`config.mk`:
```
export PLATFORM = sky130hd
export DESIGN_NAME = reg_mul_seq_flat
export DESIGN_NICKNAME = d
export VERILOG_FILES = /design/src/rtl/reg_mul_seq_if.sv /design/src/rtl/reg_mul_seq.sv /design/src/flat_wrapper.sv
export SDC_FILE = /design/constraint.sdc
export NUM_CORES = 1
export LEC_CHECK = 0
export BUFFER_PORTS_ARGS = -buffer_cell sky130_fd_sc_hd__buf_2
export CAP_MARGIN = 10
export CELL_PAD_IN_SITES_DETAIL_PLACEMENT = 1
export CELL_PAD_IN_SITES_GLOBAL_PLACEMENT = 1
export CORE_MARGIN = 1
export CORE_UTILIZATION = 47
export DETAILED_ROUTE_END_ITERATION = 6
export PLACE_DENSITY_LB_ADDON = 0.1
export RECOVER_POWER = 50
export SYNTH_ARGS = -nofsm -noshare
export SYNTH_HDL_FRONTEND = slang
export SYNTH_SLANG_ARGS = --single-unit
```
`constraint.sdc`:
```
create_clock -name clk -period 5.29 [get_ports clk]
set_input_delay 1.058 -clock clk [delete_from_list [all_inputs] [get_ports clk]]
set_output_delay 1.058 -clock clk [all_outputs]
set_load 0.01 [all_outputs]
```
`src/rtl/reg_mul_seq_if.sv`:
```
// reg_mul_seq_if: operand request and register-file write-back bundle
// for the iterative multiplier.
interface reg_mul_seq_if #(parameter int WIDTH = 16);
  logic             start;
  logic [WIDTH-1:0] a;
  logic [WIDTH-1:0] b;
  logic [2:0]       dr_in;
  logic             busy;
  logic             done;
  logic             overflow;
  logic             ld_reg;
  logic [2:0]       dr;
  logic [WIDTH-1:0] data;
  modport master (output start, a, b, dr_in, input busy, done, overflow, ld_reg, dr, data);
  modport slave  (input start, a, b, dr_in, output busy, done, overflow, ld_reg, dr, data);
endinterface

```
`src/rtl/reg_mul_seq.sv`:
```
// reg_mul_seq: signed WIDTHxWIDTH shift-add multiplier, one iteration per clock,
// issuing a single register-file write-back of the low WIDTH product bits.
module reg_mul_seq #(parameter int WIDTH = 16) (
  input logic        clk,
  input logic        reset,
  reg_mul_seq_if.slave bus
);
  localparam int CW = $clog2(WIDTH);
  localparam logic [1:0] IDLE = 2'd0, RUN = 2'd1, WB = 2'd2;
  logic [1:0]         state;
  logic [CW-1:0]      cnt;
  logic [2*WIDTH-1:0] mcand, acc, acc_nx, prod;
  logic [WIDTH-1:0]   mplier, mag_a, mag_b, data;
  logic [2:0]         dr_q, dr;
  logic               sign, ovf, ovf_nx, last;
  always_comb begin
    mag_a  = bus.a[WIDTH-1] ? -bus.a : bus.a;
    mag_b  = bus.b[WIDTH-1] ? -bus.b : bus.b;
    acc_nx = acc + (mplier[0] ? mcand : '0);
    prod   = sign ? -acc_nx : acc_nx;
    ovf_nx = prod != {{WIDTH{prod[WIDTH-1]}}, prod[WIDTH-1:0]};
    last   = cnt == CW'(WIDTH - 1);
  end
  always_comb begin
    bus.busy     = state != IDLE;
    bus.ld_reg   = state == WB;
    bus.done     = state == WB;
    bus.data     = data;
    bus.dr       = dr;
    bus.overflow = ovf;
  end
  always_ff @(posedge clk or negedge reset) begin
    if (!reset) begin
      state  <= IDLE;
      cnt    <= '0;
      mcand  <= '0;
      mplier <= '0;
      acc    <= '0;
      sign   <= 1'b0;
      dr_q   <= '0;
      dr     <= '0;
      data   <= '0;
      ovf    <= 1'b0;
    end else if (state == IDLE) begin
      if (bus.start) begin
        state  <= RUN;
        cnt    <= '0;
        acc    <= '0;
        mcand  <= {{WIDTH{1'b0}}, mag_a};
        mplier <= mag_b;
        sign   <= bus.a[WIDTH-1] ^ bus.b[WIDTH-1];
        dr_q   <= bus.dr_in;
      end
    end else if (state == RUN) begin
      acc    <= acc_nx;
      mcand  <= mcand << 1;
      mplier <= mplier >> 1;
      cnt    <= cnt + CW'(1);
      if (last) begin
        state <= WB;
        data  <= prod[WIDTH-1:0];
        ovf   <= ovf_nx;
        dr    <= dr_q;
      end
    end else begin
      state <= IDLE;
    end
  end
endmodule

```
`src/flat_wrapper.sv`:
```
// flat-port wrapper written by rule: the top's interface ports become plain ports
module reg_mul_seq_flat 
#(parameter int WIDTH = 16)
  (clk, reset, bus_start, bus_a, bus_b, bus_dr_in, bus_busy, bus_done, bus_overflow, bus_ld_reg, bus_dr, bus_data);
  reg_mul_seq_if #(.WIDTH(WIDTH)) bus_i ();
  input logic clk;
  input logic reset;
  input wire logic [$bits(bus_i.start)-1:0] bus_start;
  input wire logic [$bits(bus_i.a)-1:0] bus_a;
  input wire logic [$bits(bus_i.b)-1:0] bus_b;
  input wire logic [$bits(bus_i.dr_in)-1:0] bus_dr_in;
  output wire logic [$bits(bus_i.busy)-1:0] bus_busy;
  output wire logic [$bits(bus_i.done)-1:0] bus_done;
  output wire logic [$bits(bus_i.overflow)-1:0] bus_overflow;
  output wire logic [$bits(bus_i.ld_reg)-1:0] bus_ld_reg;
  output wire logic [$bits(bus_i.dr)-1:0] bus_dr;
  output wire logic [$bits(bus_i.data)-1:0] bus_data;
  assign bus_i.start = bus_start;
  assign bus_i.a = bus_a;
  assign bus_i.b = bus_b;
  assign bus_i.dr_in = bus_dr_in;
  assign bus_busy = bus_i.busy;
  assign bus_done = bus_i.done;
  assign bus_overflow = bus_i.overflow;
  assign bus_ld_reg = bus_i.ld_reg;
  assign bus_dr = bus_i.dr;
  assign bus_data = bus_i.data;
  reg_mul_seq #(.WIDTH(WIDTH)) u_core (.clk(clk), .reset(reset), .bus(bus_i));
endmodule
```
==> Word level (Yosys, flattened, before mapping) <==
Index checks and enable logic that the tools add are counted.
{ "word_totals": {"memories": 0, "out_inout_bits": 23, "latch_bits": 0, "rom_bits": 0, "ramBits": 0, "register_bits": 110, "inputBits": 38, "word_cells": 50} }
{ "op_classes": {"magnitude_cmp": 0, "addsub": 5, "multipliers": 0, "n_shift": 0, "mux": 20, "bitwise": 2, "div": 0, "reduce_logical": 7, "eq_ne": 6} }
{ "ops": {"columns": ["operator", "count"], "rows": [
  ["2-to-1 mux 32 bit", 8],
  ["2-to-1 mux 16 bit", 5],
  ["adder 32 bit", 1],
  ["negator 16 bit", 2],
  ["negator 32 bit", 1],
  ["inequality test 16 bit", 1],
  ["2-to-1 mux 4 bit", 3],
  ["2-to-1 mux 2 bit", 4],
  ["AND reduction 2 bit", 3],
  ["adder 4 x 1 -> 4 bit, second input constant", 1],
  ["equality test 4 bit, second input constant", 1],
  ["nonzero test 2 bit", 2],
  ["inequality test 3 x 1 -> 1 bit, second input constant", 1],
  ["AND reduction 3 bit", 1],
  ["equality test 2 x 1 -> 1 bit, second input constant", 1],
  ["equality test 2 bit, second input constant", 1],
  ["zero test 2 bit", 1],
  ["inequality test 2 bit, second input constant", 1],
  ["inverter 1 bit", 1],
  ["XOR 1 bit", 1]
]} }

==> Longest topological paths before layout <==
Gate-level depths: netlist (run 1).
{ "depth": {"depth_word": 5, "mapped_depth": 17} }

==> Least setup slack after synthesis (run 1) <==
Ideal clock, no wire load.
{ "synth_path": {"kind": "reg-to-reg", "startpoint": "register u_core.mplier[0]", "endpoint": "register u_core.ovf (netlist: u_core.bus.overflow)", "setup_ns": 0.126, "setup_slack_ns": 0.978, "path_buffers": 1, "path_stages_with_launch": 17, "period_less_slack_ns": 4.312, "arrival_ns": 4.186, "cell_sequence": "dfrtp_1 clkbuf_1 and2_1 ha_1 fa_1 a211oi_2 o21a_2 a21oi_1 xnor2_1 nand4_2 or4_4 o21ai_0 a32oi_1 or3_1 nor4_1 a31oi_1 o32a_1"} }
{ "synth_between": {"elab_chain_cells": 5} }
{ "synth_lines": {"columns": ["item", "line_no", "rtl"], "rows": [
  ["start: declaration", "reg_mul_seq.sv:13", "logic [WIDTH-1:0] mplier, mag_a, mag_b, data;"],
  ["start signal: assignment", "reg_mul_seq.sv:50", "mplier <= mag_b;"],
  ["start signal: assignment", "reg_mul_seq.sv:57", "mplier <= mplier >> 1;"],
  ["2-to-1 mux 32 bit *", "reg_mul_seq.sv:19", "acc_nx = acc + (mplier[0] ? mcand : '0);"],
  ["adder 32 bit *", "reg_mul_seq.sv:19", null],
  ["negator 32 bit", "reg_mul_seq.sv:20", "prod = sign ? -acc_nx : acc_nx;"],
  ["2-to-1 mux 32 bit *", "reg_mul_seq.sv:20", null],
  ["inequality test 16 bit *", "reg_mul_seq.sv:21", "ovf_nx = prod != {{WIDTH{prod[WIDTH-1]}}, prod[WIDTH-1:0]};"],
  ["end signal: assignment", "reg_mul_seq.sv:62", "ovf <= ovf_nx;"],
  ["end: declaration", "reg_mul_seq.sv:15", "logic sign, ovf, ovf_nx, last;"]
]} }
Mark *: on every way between the ends. The rest lies on a longest branch, timed or not.
A chain may end at the register's enable or synchronous reset.

==> Worst setup path after layout (run 1) <==
Same ends and word-level chain as after synthesis.

==> results of run 1 <==
routing by layer:
layer	GRT usage [%]	routed length, microns
met1	38.8	11300
met2	43.5	10700
met3	3.06	916
met4	6.87	320
met5	0	0
power by group:
part / leakage [nW] / internal (mW) / switching [mW] / total [mW]
Clock: 0.142 / 0.334 / 0.357 / 0.691
Combinational: 2.33 / 1.31 / 2.23 / 3.54
Sequential: 1.38 / 1.21 / 0.285 / 1.50
Total: 3.85 / 2.85 / 2.87 / 5.72
flip-flops by register name (all words and copies together), names as in the netlist, 2 cells and up:
| name | cells |
|---|---|
| u_core.mplier | 16 |
| u_core.cnt | 4 |
| u_core.bus.data | 16 |
| u_core.bus.dr | 3 |
| u_core.mcand | 32 |
| u_core.state | 2 |
| u_core.dr_q | 3 |
| u_core.acc | 32 |
tightest hold or removal path: stages (launching register included):
cell and delay [ns]:
sky130_fd_sc_hd__dfrtp_1 0.34, sky130_fd_sc_hd__nand2_1 0.05, sky130_fd_sc_hd__nand2_1 0.06
layout make-up:
class	instances	area (sq um)
clock buffers	9	225
fillers	2098	7900
well taps	220	275
clock inverters	7	70.1
repair buffers	78	398
flip-flops and latches	110	2750
inverters	18	67.6
multi-input cells	794	5130
cell families (layout without fill, tap and decap cells):
group           Yosys count  in the layout  synth area share (%)
simple gates            357            357                  21.9
compound gates          310            310                  24.7
flops                   110            110                  33.5
buf+inv                  81            112                  4.12
xor+xnor                 76             76                  8.11
fa+ha+maj                36             36                  5.58
mux                      15             15                  1.98
metrics by stage:
stage	instance area, sq um	hold slack (ns)	power (mW)	util (%)
6_report	8920	0.485	5.72	53.0
5_1_grt	8920	0.509	6.18	53.0
4_1_cts	8960	0.487	5.72	53.3
3_5_place_dp	8670	0.467	5.01	51.5
3_3_place_gp	8670	0.456	4.89	51.5
2_1_floorplan	8210	0.440	4.00	-
cell usage after synthesis, drive strengths merged (18+ instances only):
cell    instances  area [sq um]
nand2         136           510
dfrtp         110          2750
o21ai         101           505
a21oi          62           318
nor2           55           206
clkbuf         47           176
xnor2          44           385
and2           41           257
nand3          36           180
ha             35           438
xor2           32           280
a22oi          25           188
inv            18          67.6
worst min-delay path by stage:
stage | end | cells after the start
final | u_core.dr_q[0] | 2
after global routing | u_core.mplier[8] | 1
after CTS | u_core.dr_q[0] | 2
after detailed placement | u_core.dr_q[0] | 2
after global placement | u_core.dr_q[0] | 2
after floorplan | u_core.dr_q[0] | 2
==> summary by stage, run 1 <==
Outcome
The run finished, with violations left. The checks that failed: capacitance limit, slew limit.

Finish
The final cell count without fillers is 1236. The area growth from synthesis to layout is 8.69%. The library cells used most frequently in the layout, excluding fill and tap cells, are sky130_fd_sc_hd__nand2_1 (136), sky130_fd_sc_hd__dfrtp_1 (110), sky130_fd_sc_hd__o21ai_0 (101), sky130_fd_sc_hd__a21oi_1 (60), sky130_fd_sc_hd__nor2_1 (53).

The library cell used most frequently in the layout, excluding fill and tap cells, is sky130_fd_sc_hd__nand2_1. In the final design database the tool counted 1085 nets. The share of cells above drive strength 1 is 10.2%. 0 antenna diodes ended up in the layout.

Logic synthesis
The number of different library cells used by synthesis comes to 76. Among all flip-flop cells after synthesis, the most frequent one is sky130_fd_sc_hd__dfrtp_1. The Yosys warning count is 0. Synthesis produced a netlist with a net count of 1059. The cell area after technology mapping is 0.00821 sq mm. For this run, the register share of the synthesized area comes to 33.5%. The register bit total from synthesis is 110.

The synthesized design contains 0 enable-type register cells. The share of synthesized flip-flops with an asynchronous set or reset is 100%. After synthesis, the mean cell area works out to 8.33 sq um. The number of cells produced by synthesis is about 990.

Critical path
The slowest stage cell on the critical path is sky130_fd_sc_hd__nor4_4. The cell family contributing the most delay on the critical path is simple AND/OR/NAND/NOR gates. Data arrives at the worst endpoint at 5.23 ns. The classification of the worst setup path is flip-flop to flip-flop. The stage delay of the slowest cell on the critical path is 0.62 ns. The start point of the critical path is u_core.mplier[0]. The endpoint type of the worst setup path is a flip-flop. Walking the worst path, the cells encountered are and2_1 -> ha_1 -> fa_1 -> a211oi_2 -> o21a_2 -> o31a_1 -> xnor2_1 -> a211o_1 -> nor4_4 -> nand3b_1 -> mux2_1 -> or3_1 -> nor4_1 -> a31oi_1 -> o32a_1. The cell count of the worst reg-to-reg path is 15.

The maximum fanout encountered on the critical timing path is 13. The worst setup path is launched from a flip-flop. The startpoint identified for the worst register-to-register timing path is u_core.mplier[0]. The data required time of the critical path is 5.55 ns. The number of buffers and inverters on the critical path is 0. Following the worst setup path forward leads to its endpoint at u_core.bus.overflow. In this run the number of cells on the critical path is 15. In this run the register-to-register setup slack is ~0.33 ns. In this run the critical register-to-register path is captured at u_core.bus.overflow.

STA
The transition time at the pin with the least slew margin is approximately 3.6 ns. The time the worst path needs with I/O delays and setup is 4.96 ns. The number of endpoints with negative hold slack in the final report is 0.

Setup repair after global routing left no endpoint under its margin. For this run, the top clock speed supported by timing is 0.202 GHz. In this run the tightest slew margin relative to its limit is -141%. Setup slack closes at about 0.33 ns.

The final-report max-slew violation count is 160. The setup TNS after final layout is 0 ns. Setup violations remaining at the end of the flow were counted as 0. The period utilization is 93.8%. The clock arrives with around 0.027 ns of skew.

Placement
The final HPWL from detailed placement is 17400 microns. The worst setup timing slack at the placement stage is 0.434 ns. The global placement routability congestion is slightly below 0.9.

Counting tap cells, the placed design contains a total of 1220 instances. During placement, the flow inserted port buffers numbering 60.

GRT
The via count of the first global-routing pass came to 7483. For this run the aggregate overflow at the end of global routing stands at 0. Across every metal layer, demand over resource in global routing totals 27.1%. The maximum number of pins on one net before global-route repair is 64. The number of antenna violations at the first check in global routing is 0. The first global-routing pass estimated 38800 microns of wire.

Clock tree
The clock tree synthesis step divided the H-tree into 3 levels. The clock passes through at most 2 buffers. The CTS buffer count is 9.

Clock tree synthesis found a total of 110 sinks. The later pin in the worst-skew pair is clocked with a latency of 0.37 ns. The number of buffers inserted to repair setup after CTS is 0. The cell at the root of the clock tree is sky130_fd_sc_hd__clkbuf_16. The count of instances resized after the clock tree is built is 0. TritonCTS built the clock tree. The clock transition time at the flip-flop clock pins of the worst setup and hold paths is 0.09 ns. Hold repair after CTS inserted 0 buffers.

Die
After floorplanning, the core was divided into 47 placement rows. The total core area is 0.0168 sq mm. The total die area is 0.0180 sq mm. The count of pins on the block boundary is 61. The die is 134 microns wide. Once the floorplan was initialized, standard cells occupied about half of the core.

The overall die height is 134 microns.

Route
The detailed-routing iteration count for the pre-antenna-repair pass is 4. The number of vias after detailed routing is 7532. The post-detailed-routing wire length is approximately 23000 microns. The count of nets left with antenna violations once routing finished came out at 0.

Using the TritonRoute via totals, the vias-per-cell ratio works out to 6.09. The starting DRC count in detailed routing is 320. The routed wire length per instance is 18.8 microns. The detailed-route DRC error count is 0.

Flow run
The count of max-cap constraint violations is 3.

Power
The worst-case IR drop observed on VDD is 0.000236 V. The analysis attributes to cell leakage a power of ~3.9 nW. Power spread over the standard cell area amounts to between 600 and 700 mW/mm^2.

Hold path
In this run the most critical hold path is launched from u_core.dr_q[0]. The worst min-delay path category is flip-flop to flip-flop.
Power figures use the tool's default switching activity.
==> inputs of run 2 (changes only) <==
==> constraint.sdc (replaced) <==
create_clock -name clk -period 5.2 [get_ports clk]
set_input_delay 1.04 -clock clk [delete_from_list [all_inputs] [get_ports clk]]
set_output_delay 1.04 -clock clk [all_outputs]
set_load 0.01 [all_outputs]
==> summary by stage, run 2 (synthesis results as in run 1) <==
Critical path
The data required time of the critical path is 5.45 ns. STA classifies the critical path endpoint as a flip-flop. The classification of the worst setup path is flip-flop to flip-flop. Walking the worst path, the cells encountered are and2_1 -> ha_1 -> fa_1 -> a211oi_2 -> o21a_2 -> a21oi_1 -> xnor2_1 -> nand4_2 -> nor4_4 -> mux2i_1 -> a32oi_1 -> or3_1 -> nor4_1 -> a31oi_1 -> o32a_1. The maximum fanout encountered on the critical timing path is 12. STA classifies the critical path startpoint as a flip-flop.

For this design, the slowest cell found on the critical path is sky130_fd_sc_hd__nor4_4. For this run, the slowest stage of the critical path takes between 0.5 and 0.6 ns. Data arrives at the worst endpoint at slightly above 5 ns.

GRT
For this run the aggregate overflow at the end of global routing stands at 0. The number of antenna violations at the first check in global routing came to 0. The first-pass GRT wire length is 39700 microns.

The via count of the first global-routing pass is 7626. Across every metal layer, demand over resource in global routing totals 27.7%. Entering global routing, the biggest net connects 59 pins.

STA
The final-report max-slew violation count is around 120. The period utilization is 92.9%. Setup slack closes at 0.369 ns. Setup violations remaining at the end of the flow were counted as 0.

The number of endpoints with negative hold slack in the final report is 0. The time the worst path needs with I/O delays and setup is 4.83 ns. For this run, the top clock speed supported by timing is 0.207 GHz.

Setup repair after global routing left no endpoint under its margin. For the pin with the worst max-slew slack, the measured transition is roughly 2.3 ns. Across the routed clock network, the largest skew measured is 0.0158 ns. The tightest slew margin relative to the limit is -55.7%.

In the final timing run, aggregate negative setup slack is 0 ns.

Placement
The worst setup timing slack at the placement stage is 0.462 ns. The congestion estimate from routability-driven global placement came to between 0.8 and 0.9. The cell area after placement is 0.00868 sq mm. After legalization and detailed placement, the total HPWL measured 17200 microns. Including well taps, the total number of placed cells is around 1200. Input and output buffers added on the ports amount to 60.

Finish
The area growth from synthesis to layout is 9.05%. The finished layout holds 1237 standard cells, fillers aside. The multi-input logic area is 0.00513 sq mm. Leaving out fill and tap cells, the most frequent cells in the layout are sky130_fd_sc_hd__nand2_1 (136), sky130_fd_sc_hd__dfrtp_1 (110), sky130_fd_sc_hd__o21ai_0 (101), sky130_fd_sc_hd__a21oi_1 (60), sky130_fd_sc_hd__nor2_1 (53). The number of inserted diodes is 0. The largest registers in the layout are u_core.acc x32, u_core.mcand x32. The footprint of the flip-flops and latches is between 0.002 and 0.003 sq mm. The number of nets in the final layout is 1087.

The commonest non-fill, non-tap cell in the layout is sky130_fd_sc_hd__nand2_1. The post-route netlist has 11.2% of its cells at a drive strength greater than 1. Fill cells in the final layout number 2078.

The post-route cell area is just under 0.009 sq mm.

Power
Of the total power, registers draw 26.0%. The maximum vdd ir drop is ~0.00027 V. The cell-internal power is 2.96 mW. Summed over all cells, the static leakage comes to 3.90 nW.

Dividing total power by cell area gives a power density of 654 mW/mm^2. In this run, the combinational gates consume between 60% and 70% of the power. Of the total power, the clock network draws 12.3%.

Net switching is 49.5% of the power. The analysis attributes to net switching a power of 2.90 mW.

Clock tree
The number of clock sinks is 110. Clock-pin slew was measured on the worst setup and hold paths at 0.08 ns. The TritonCTS clock tree is yes. At the later pin of the worst-skew pair, clock insertion delay measures approximately 0.36 ns. Clock tree synthesis inserted a total of 9 buffers. After clock tree synthesis, the repair step resized 0 gates. The number of buffers added to fix hold violations after cts is 0. The tree is rooted in a sky130_fd_sc_hd__clkbuf_16. The number of buffers inserted to repair setup after CTS is 0.

The H-tree generated during clock tree synthesis spans 3 levels. The buffer levels on the longest clock path is 2.

Die
The die covers 0.0180 sq mm. The overall die width is 134 microns. The die is 134 microns tall. The count of pins on the block boundary is 61.

The effective utilization at floorplan is between 40% and 50%. The placement row count is 47. The total core area is ~0.017 sq mm.

Hold path
The path class of the tightest hold or removal check is flip-flop to flip-flop.

Route
For this run, design rule violations remaining after detail routing come to 0. The routed wire length per instance is about 19 microns. The detailed-routing iteration count for the pre-antenna-repair pass is 4.

The average via count per standard cell is about 6.1. The starting DRC count in detailed routing is 272. After detailed routing, the total wire length is 23300 microns. The count of nets left with antenna violations once routing finished came out at 0.

The number of vias after detailed routing is 7514.

Outcome
The flow ran to the end, but the final reports show violations. The checks that failed: capacitance limit, slew limit.

Flow run
The count of max-cap constraint violations is 3.
[run 2: cell types whose count changed in the layout (fill, tap and decap cells not counted), sizes merged]
cell,delta
clkinv,-1
clkbuf,-9
buf,+12
bufinv,+1
inv,-2
[run 2: power by group through the flow]
stage	Combinational [mW]	Sequential [mW]	Clock (mW)
final	3.61	1.52	0.718
after global placement	3.49	1.52	0
after CTS	3.60	1.52	0.734
after global routing	4.03	1.57	0.757
after floorplan	2.62	1.45	0
after detailed placement	3.57	1.53	0
[run 2: layer usage]
metal | share of wire (%) | vias to the layer above | track usage (%) | wire [microns]
met5 | 0 | - | 0 | 0
met4 | 1.2 | 0 | 6.87 | 276
met3 | 3.3 | 18 | 2.46 | 771
met2 | 46 | 129 | 44.6 | 10700
met1 | 50 | 3741 | 39.9 | 11600
li1 | - | 3626 | - | -
[run 2: worst paths after layout]
path / slack [ns] / start / endpoint / cells past startpoint
worst max-delay path: 0.37 / u_core.mplier[0] / u_core.bus.overflow / 15
min in group asynchronous: 1.37 / reset / u_core.bus.data[3] / 1
worst min-delay path: 0.49 / u_core.dr_q[1] / u_core.dr_q[1] / 2
worst max register to register: 0.37 / u_core.mplier[0] / u_core.bus.overflow / 15
worst min register to register: 0.49 / u_core.dr_q[1] / u_core.dr_q[1] / 2
max in group asynchronous: 1.13 / reset / u_core.mplier[7] / 2
[run 2: stage by stage]
step | total power [mW] | hold WS, ns | utilization [%]
5_1_grt | 6.36 | 0.514 | 53.2
2_1_floorplan | 4.07 | 0.440 | -
4_1_cts | 5.86 | 0.488 | 53.4
3_5_place_dp | 5.10 | 0.466 | 51.6
6_report | 5.86 | 0.486 | 53.2
3_3_place_gp | 5.00 | 0.458 | 51.6
[run 2: area by class of cell]
cell class | count | share of cell area (%)
clock buffer | 10 | 2.56
inverter | 18 | 0.755
multi-input combinational | 794 | 57.3
clock inverter | 5 | 0.741
tap | 220 | 3.08
sequential | 110 | 30.8
timing repair buffer | 80 | 4.78
[run 2: critical path, delay by kind of cell, from the launching register on]
| family | cells | cell delay (ns) |
|---|---|---|
| muxes | 1 | 0.24 |
| adders and majority gates | 2 | 0.64 |
| and+or+nand+nor | 5 | 1.72 |
| xor gates and xnor gates | 1 | 0.44 |
| DFF | 1 | 0.48 |
| AOI/OAI and AO/OA | 6 | 1.20 |
